<file path="src/rtl/edge_rate_meter.sv">
// Purpose : counts rising edges of din over a fixed window of WINDOW cycles, started by en.
// Latency : en sampled in IDLE at cycle T -> COUNT T+1..T+WINDOW -> res_valid at T+WINDOW+1.
// Backpres: result is held stable in HOLD until res_valid & res_ready; no edges counted meanwhile.
//
// Ports:
//   clk, rst        : single clock, synchronous active-high reset
//   din             : monitored level (edge detected against its registered copy)
//   en              : start-measurement request (ignored while counting)
//   res_valid/ready : result handshake; res_count / res_ovf carry the window result
//   busy            : high while the window is being counted
//
// Configuration macro: EDGE_RATE_METER_SAT_EN
//   defined   -> accumulator saturates at all-ones on overflow
//   undefined -> accumulator wraps to zero on overflow
// In both builds res_ovf is set on overflow and stays set until the next window starts.
module edge_rate_meter #(
   parameter int WIDTH  = 8,
   parameter int WINDOW = 16
) (
   input  logic             clk,
   input  logic             rst,
   input  logic             din,
   input  logic             en,
   output logic             res_valid,
   input  logic             res_ready,
   output logic [WIDTH-1:0] res_count,
   output logic             res_ovf,
   output logic             busy
);

   localparam int CW = $clog2(WINDOW);
   localparam logic [CW-1:0] WIN_LAST = CW'(WINDOW - 1);

   typedef enum logic [1:0] {
      IDLE  = 2'd0,
      COUNT = 2'd1,
      HOLD  = 2'd2
   } state_t;

   state_t           state_q, state_d;
   logic             din_q, din_d;
   logic [CW-1:0]    win_q, win_d;
   logic [WIDTH-1:0] acc_q, acc_d;
   logic             ovf_q, ovf_d;
   logic             rise;

   assign rise = din & ~din_q;

   always_comb begin
      state_d = state_q;
      din_d   = din;
      win_d   = win_q;
      acc_d   = acc_q;
      ovf_d   = ovf_q;

      case (state_q)
         IDLE: begin
            if (en) begin
               state_d = COUNT;
               win_d   = '0;
               acc_d   = '0;
               ovf_d   = 1'b0;
            end
         end

         COUNT: begin
            win_d = win_q + CW'(1);
            if (rise) begin
               if (&acc_q) begin
                  ovf_d = 1'b1;
`ifdef EDGE_RATE_METER_SAT_EN
                  acc_d = acc_q;
`else
                  acc_d = '0;
`endif
               end else begin
                  acc_d = acc_q + WIDTH'(1);
               end
            end
            // The edge seen on the last window cycle is folded in above before leaving.
            if (win_q == WIN_LAST) begin
               state_d = HOLD;
            end
         end

         HOLD: begin
            if (res_ready) begin
               if (en) begin
                  // Back-to-back: restart immediately with cleared counters.
                  state_d = COUNT;
                  win_d   = '0;
                  acc_d   = '0;
                  ovf_d   = 1'b0;
               end else begin
                  state_d = IDLE;
               end
            end
         end

         default: begin
            state_d = IDLE;
         end
      endcase
   end

   always_ff @(posedge clk) begin
      if (rst) begin
         state_q <= IDLE;
         din_q   <= 1'b0;
         win_q   <= '0;
         acc_q   <= '0;
         ovf_q   <= 1'b0;
      end else begin
         state_q <= state_d;
         din_q   <= din_d;
         win_q   <= win_d;
         acc_q   <= acc_d;
         ovf_q   <= ovf_d;
      end
   end

   // Accumulator doubles as the result register: it is frozen outside COUNT.
   assign res_count = acc_q;
   assign res_ovf   = ovf_q;
   assign res_valid = (state_q == HOLD);
   assign busy      = (state_q == COUNT);

endmodule

</file>
<file path="config.mk">
export PLATFORM = sky130hd
export DESIGN_NAME = edge_rate_meter
export DESIGN_NICKNAME = d
export VERILOG_FILES = /design/src/rtl/edge_rate_meter.sv
export SDC_FILE = /design/constraint.sdc
export NUM_CORES = 1
export LEC_CHECK = 0
export CAP_MARGIN = 10
export CORE_UTILIZATION = 52
export DETAILED_ROUTE_END_ITERATION = 12
export GPL_TIMING_DRIVEN = 0
export PLACE_DENSITY = 0.9
export SLEW_MARGIN = 15
export SYNTH_ARGS = -nofsm -noshare
export SYNTH_HDL_FRONTEND = slang
export SYNTH_SLANG_ARGS = --single-unit
</file>
<file path="constraint.sdc">
create_clock -name clk -period 3.4 [get_ports clk]
set_clock_uncertainty 0.2 [all_clocks]
set_input_delay 0.85 -clock clk [delete_from_list [all_inputs] [get_ports clk]]
set_output_delay 0.85 -clock clk [all_outputs]
set_load 0.1 [all_outputs]
</file>
==> metrics.md <==
| Metric | Value |
|---|---|
| Status | `completed` |
| Pre-antenna DRT Iters | `4` |
| Largest net degree at the start of global routing | `11` |
| Arrival @ worst endpoint | `2.04 ns` |
| Core ar. | `1370 sq um` |
| Final-report max-slew violation count | `0` |
| Final nets | `118` |
| GRT Total Usage | `24.2%` |
| Slew headroom | `33.9%` |
| # port buffers | `15` |
| Total Routed Length | `1.76 mm` |
| Final setup viols | `0` |
| Tightest Pin Transition | `0.989 ns` |
| H-Tree Depth | `1` |
| Cell Rows | `13` |
| Filler instances | `116` |
| Clock Latency Late Sink | `0.28 ns` |
| Post-Place Setup Slack | `0.390 ns` |
| Gpl congestion | `0.783` |
| Hold Crit Start | `res_ovf` |
| Initial antenna violation count | `0` |
| Crit. End Element | `primary output` |
| Worst EP required | `2.35 ns` |
| Hold_ws | `0.283 ns` |
| Pint | `255 uW` |
| Reg2reg path depth | `6` |
| Crit Path Category | `reg -> out` |
| Main flop type after synthesis | `dfxtp_1` |
| Die area | `1680 sq um` |
| DR DRC count | `0` |
| Hold worst-path end | `res_ovf` |
| Sequential area share after synthesis | `40.4%` |
| M1 GR Usage | `30.7%` |
| Design Area, Final | `986 sq um` |
| Worst R2R End | `res_count[2]` |
| Final Hold Viols | `0` |
| Cells after synthesis | `91` |
| Clock root buffer master | `clkbuf_4` |
| Buffer count from post-CTS setup fixing | `0` |
| DRT antenna net count | `0` |
| Most used routing layer | `met2` |
| Yosys top cell area share | `40.4%` |
| Max-Cap Viols | `0` |
| Remaining global-route overflow | `0` |
| FF-to-FF Start | `state_q[1]` |
| Leak | `0.000341 uW` |
| PnR worst setup slack | `0.309 ns` |
| Hold depth | `1` |
| Clock slew at the register clock pins of the worst setup and hold paths | `0.09 ns` |
| DR vias/cell | `5.86` |
| CP Launch Type | `register` |
| Clock sinks | `16` |
| CP Max Fanout | `9` |
| Switching Share | `29.1%` |
| Clock tree buffer depth | `2` |
| Syn nets | `98` |
| First-pass GRT wire length | `2.57 mm` |
| Initial core utilization | `58.0%` |
| DR WL/cell | `14.2 um` |
| YS warnings | `0` |
| IO Pins | `16` |
| Min Tclk post-route | `3.09 ns` |
| Pwr dens | `365 nW/um^2` |
| Cell Area, Synth | `792 sq um` |
| RSZ-0062 raised after global routing | `no` |
| CTS tree | `done` |
| Post-DP HPWL | `1.26 mm` |
| FMAX | `324 MHz` |
| Async set-reset flop share out of synthesis | `0%` |
| Synth Register Bits | `16` |
| Vias in the first global route | `617` |
| Sequential power share | `55.1%` |
| Initial DRC Count | `30` |
| Die Wd | `41.0 um` |
| Placed insts | `121` |
| Combinational share of power | `17.9%` |
| Die Height | `41.0 um` |
| Non-filler instance count after layout | `124` |
| Synthesized area per cell | `8.70 sq um` |
| DP Area | `961 sq um` |
| Crit path largest cell delay | `1.15 ns` |
| Clock power frac | `27.0%` |
| # diodes | `0` |
| Cell taking the most area after synthesis | `dfxtp_1` |
| Synth top area cells | `dfxtp_1 40%, a21oi_1 6.3%, nor2_1 4.7%` |
| Register-to-register setup slack | `1.66 ns` |
| Worst path slowest cell | `clkdlybuf4s50_1` |
| Crit path cell chain | `buf_6 > nor2b_1 > clkdlybuf4s50_1` |
| Total number of vias | `727` |
| EDFF count, synth | `0` |
| Synthesis-to-layout area growth | `24.5%` |
| VDD IR max | `0.188 mV` |
| Part of the cycle the worst path needs | `90.9%` |
| Met2 usage | `34.0%` |
| Layout cell share with drive strength beyond 1 | `4.59%` |
| Net Switching | `105 uW` |
| Worst hold path class | `reg -> reg` |
| Synth unique cells | `33` |
| Num CTS Buffers | `3` |
| Setup TNS | `0 ns` |
| GRT met3 Usage | `8.70%` |
==> routing by layer <==
layer,wire (um),up-vias
li1,-,379
met1,837,325
met2,836,21
met3,73,2
met4,13,0
met5,0,-
==> synth_stat cells (all sizes together) (3+ instances only) <==
library cell  count
a211oi            3
a21oi            10
dfxtp            16
inv               3
nand2             4
nand3             4
nor2             10
nor2b             4
or4               3
==> critical path: cells and delay by family, from the launching register on <==
family                 cells  cell delay (ns)
buffers and inverters      2             1.28
DFF                        1             0.33
and+or+nand+nor            1             0.15
==> power by group through the flow <==
stage               sequential [uW]  clock [uW]  combinational (uW)
floorplan                       214           0                34.1
global placement                202           0                62.2
detailed placement              203           0                63.7
CTS                             198        99.8                64.3
global route                    199         110                68.5
finish                          198        96.9                64.4
==> layout by cell type (no fill, tap or decap), types with 2 or more instances in the layout <==
cell              n
inv_1             3
o31ai_1           2
a211oi_1          3
nand4_1           2
dfxtp_1          16
nor2b_1           4
ha_1              2
nand3_1           4
o21ai_0           2
nand2b_1          2
or4_1             3
clkbuf_4          3
clkdlybuf4s50_1  14
mux2i_1           2
nand2_1           4
a21oi_1          10
xnor2_1           2
nor2_1           10
nor3_1            2
a41oi_1           2
o21a_1            2
==> how the worst max path moves through the flow <==
stage / start / end / slack [ns] / cells after the start
finish: state_q[1] / res_valid / 0.31 / 3
global route: state_q[1] / res_valid / 0.18 / 3
detailed placement: state_q[0] / busy / 0.39 / 2
CTS: state_q[0] / busy / 0.07 / 2
global placement: state_q[0] / busy / 0.40 / 2
floorplan: state_q[0] / busy / 0.46 / 1
==> flip-flops by register name (all words and copies together), names as in the netlist <==
register   cells
state_q        2
res_ovf        1
res_count      8
win_q          4
din_q          1
==> timing repair <==
item | 4_1_cts | 5_1_grt
hold buffers | 0 | 0
resized for setup | 0 | 1
endpoints found under the setup margin | 0 | 1
==> cell type report <==
type / count / area [sq um] / area share (%)
plain buffers: 3 / 20.0 / 2.03
well taps: 15 / 18.8 / 1.90
repair buffers: 15 / 153 / 15.5
multi-input cells: 69 / 440 / 44.7
clock buffers: 3 / 22.5 / 2.28
inverters: 3 / 11.3 / 1.14
flip-flops and latches: 16 / 320 / 32.5
==> through the flow <==
stage / power (uW) / utilization [%]
CTS: 362 / 72.0
detailed placement: 266 / 70.3
global route: 378 / 72.2
global placement: 264 / 70.3
finish: 360 / 72.2
floorplan: 248 / -
==> cells by family after synthesis <==
logic type	after synthesis	synth area share (%)
compound gates	27	22.3
xor+xnor	2	2.21
fa+ha+maj	2	3.16
buf+inv	6	3.95
flops	16	40.4
mux	2	2.53
simple gates	36	25.4
No activity file was read; power rests on OpenSTA's default activity.
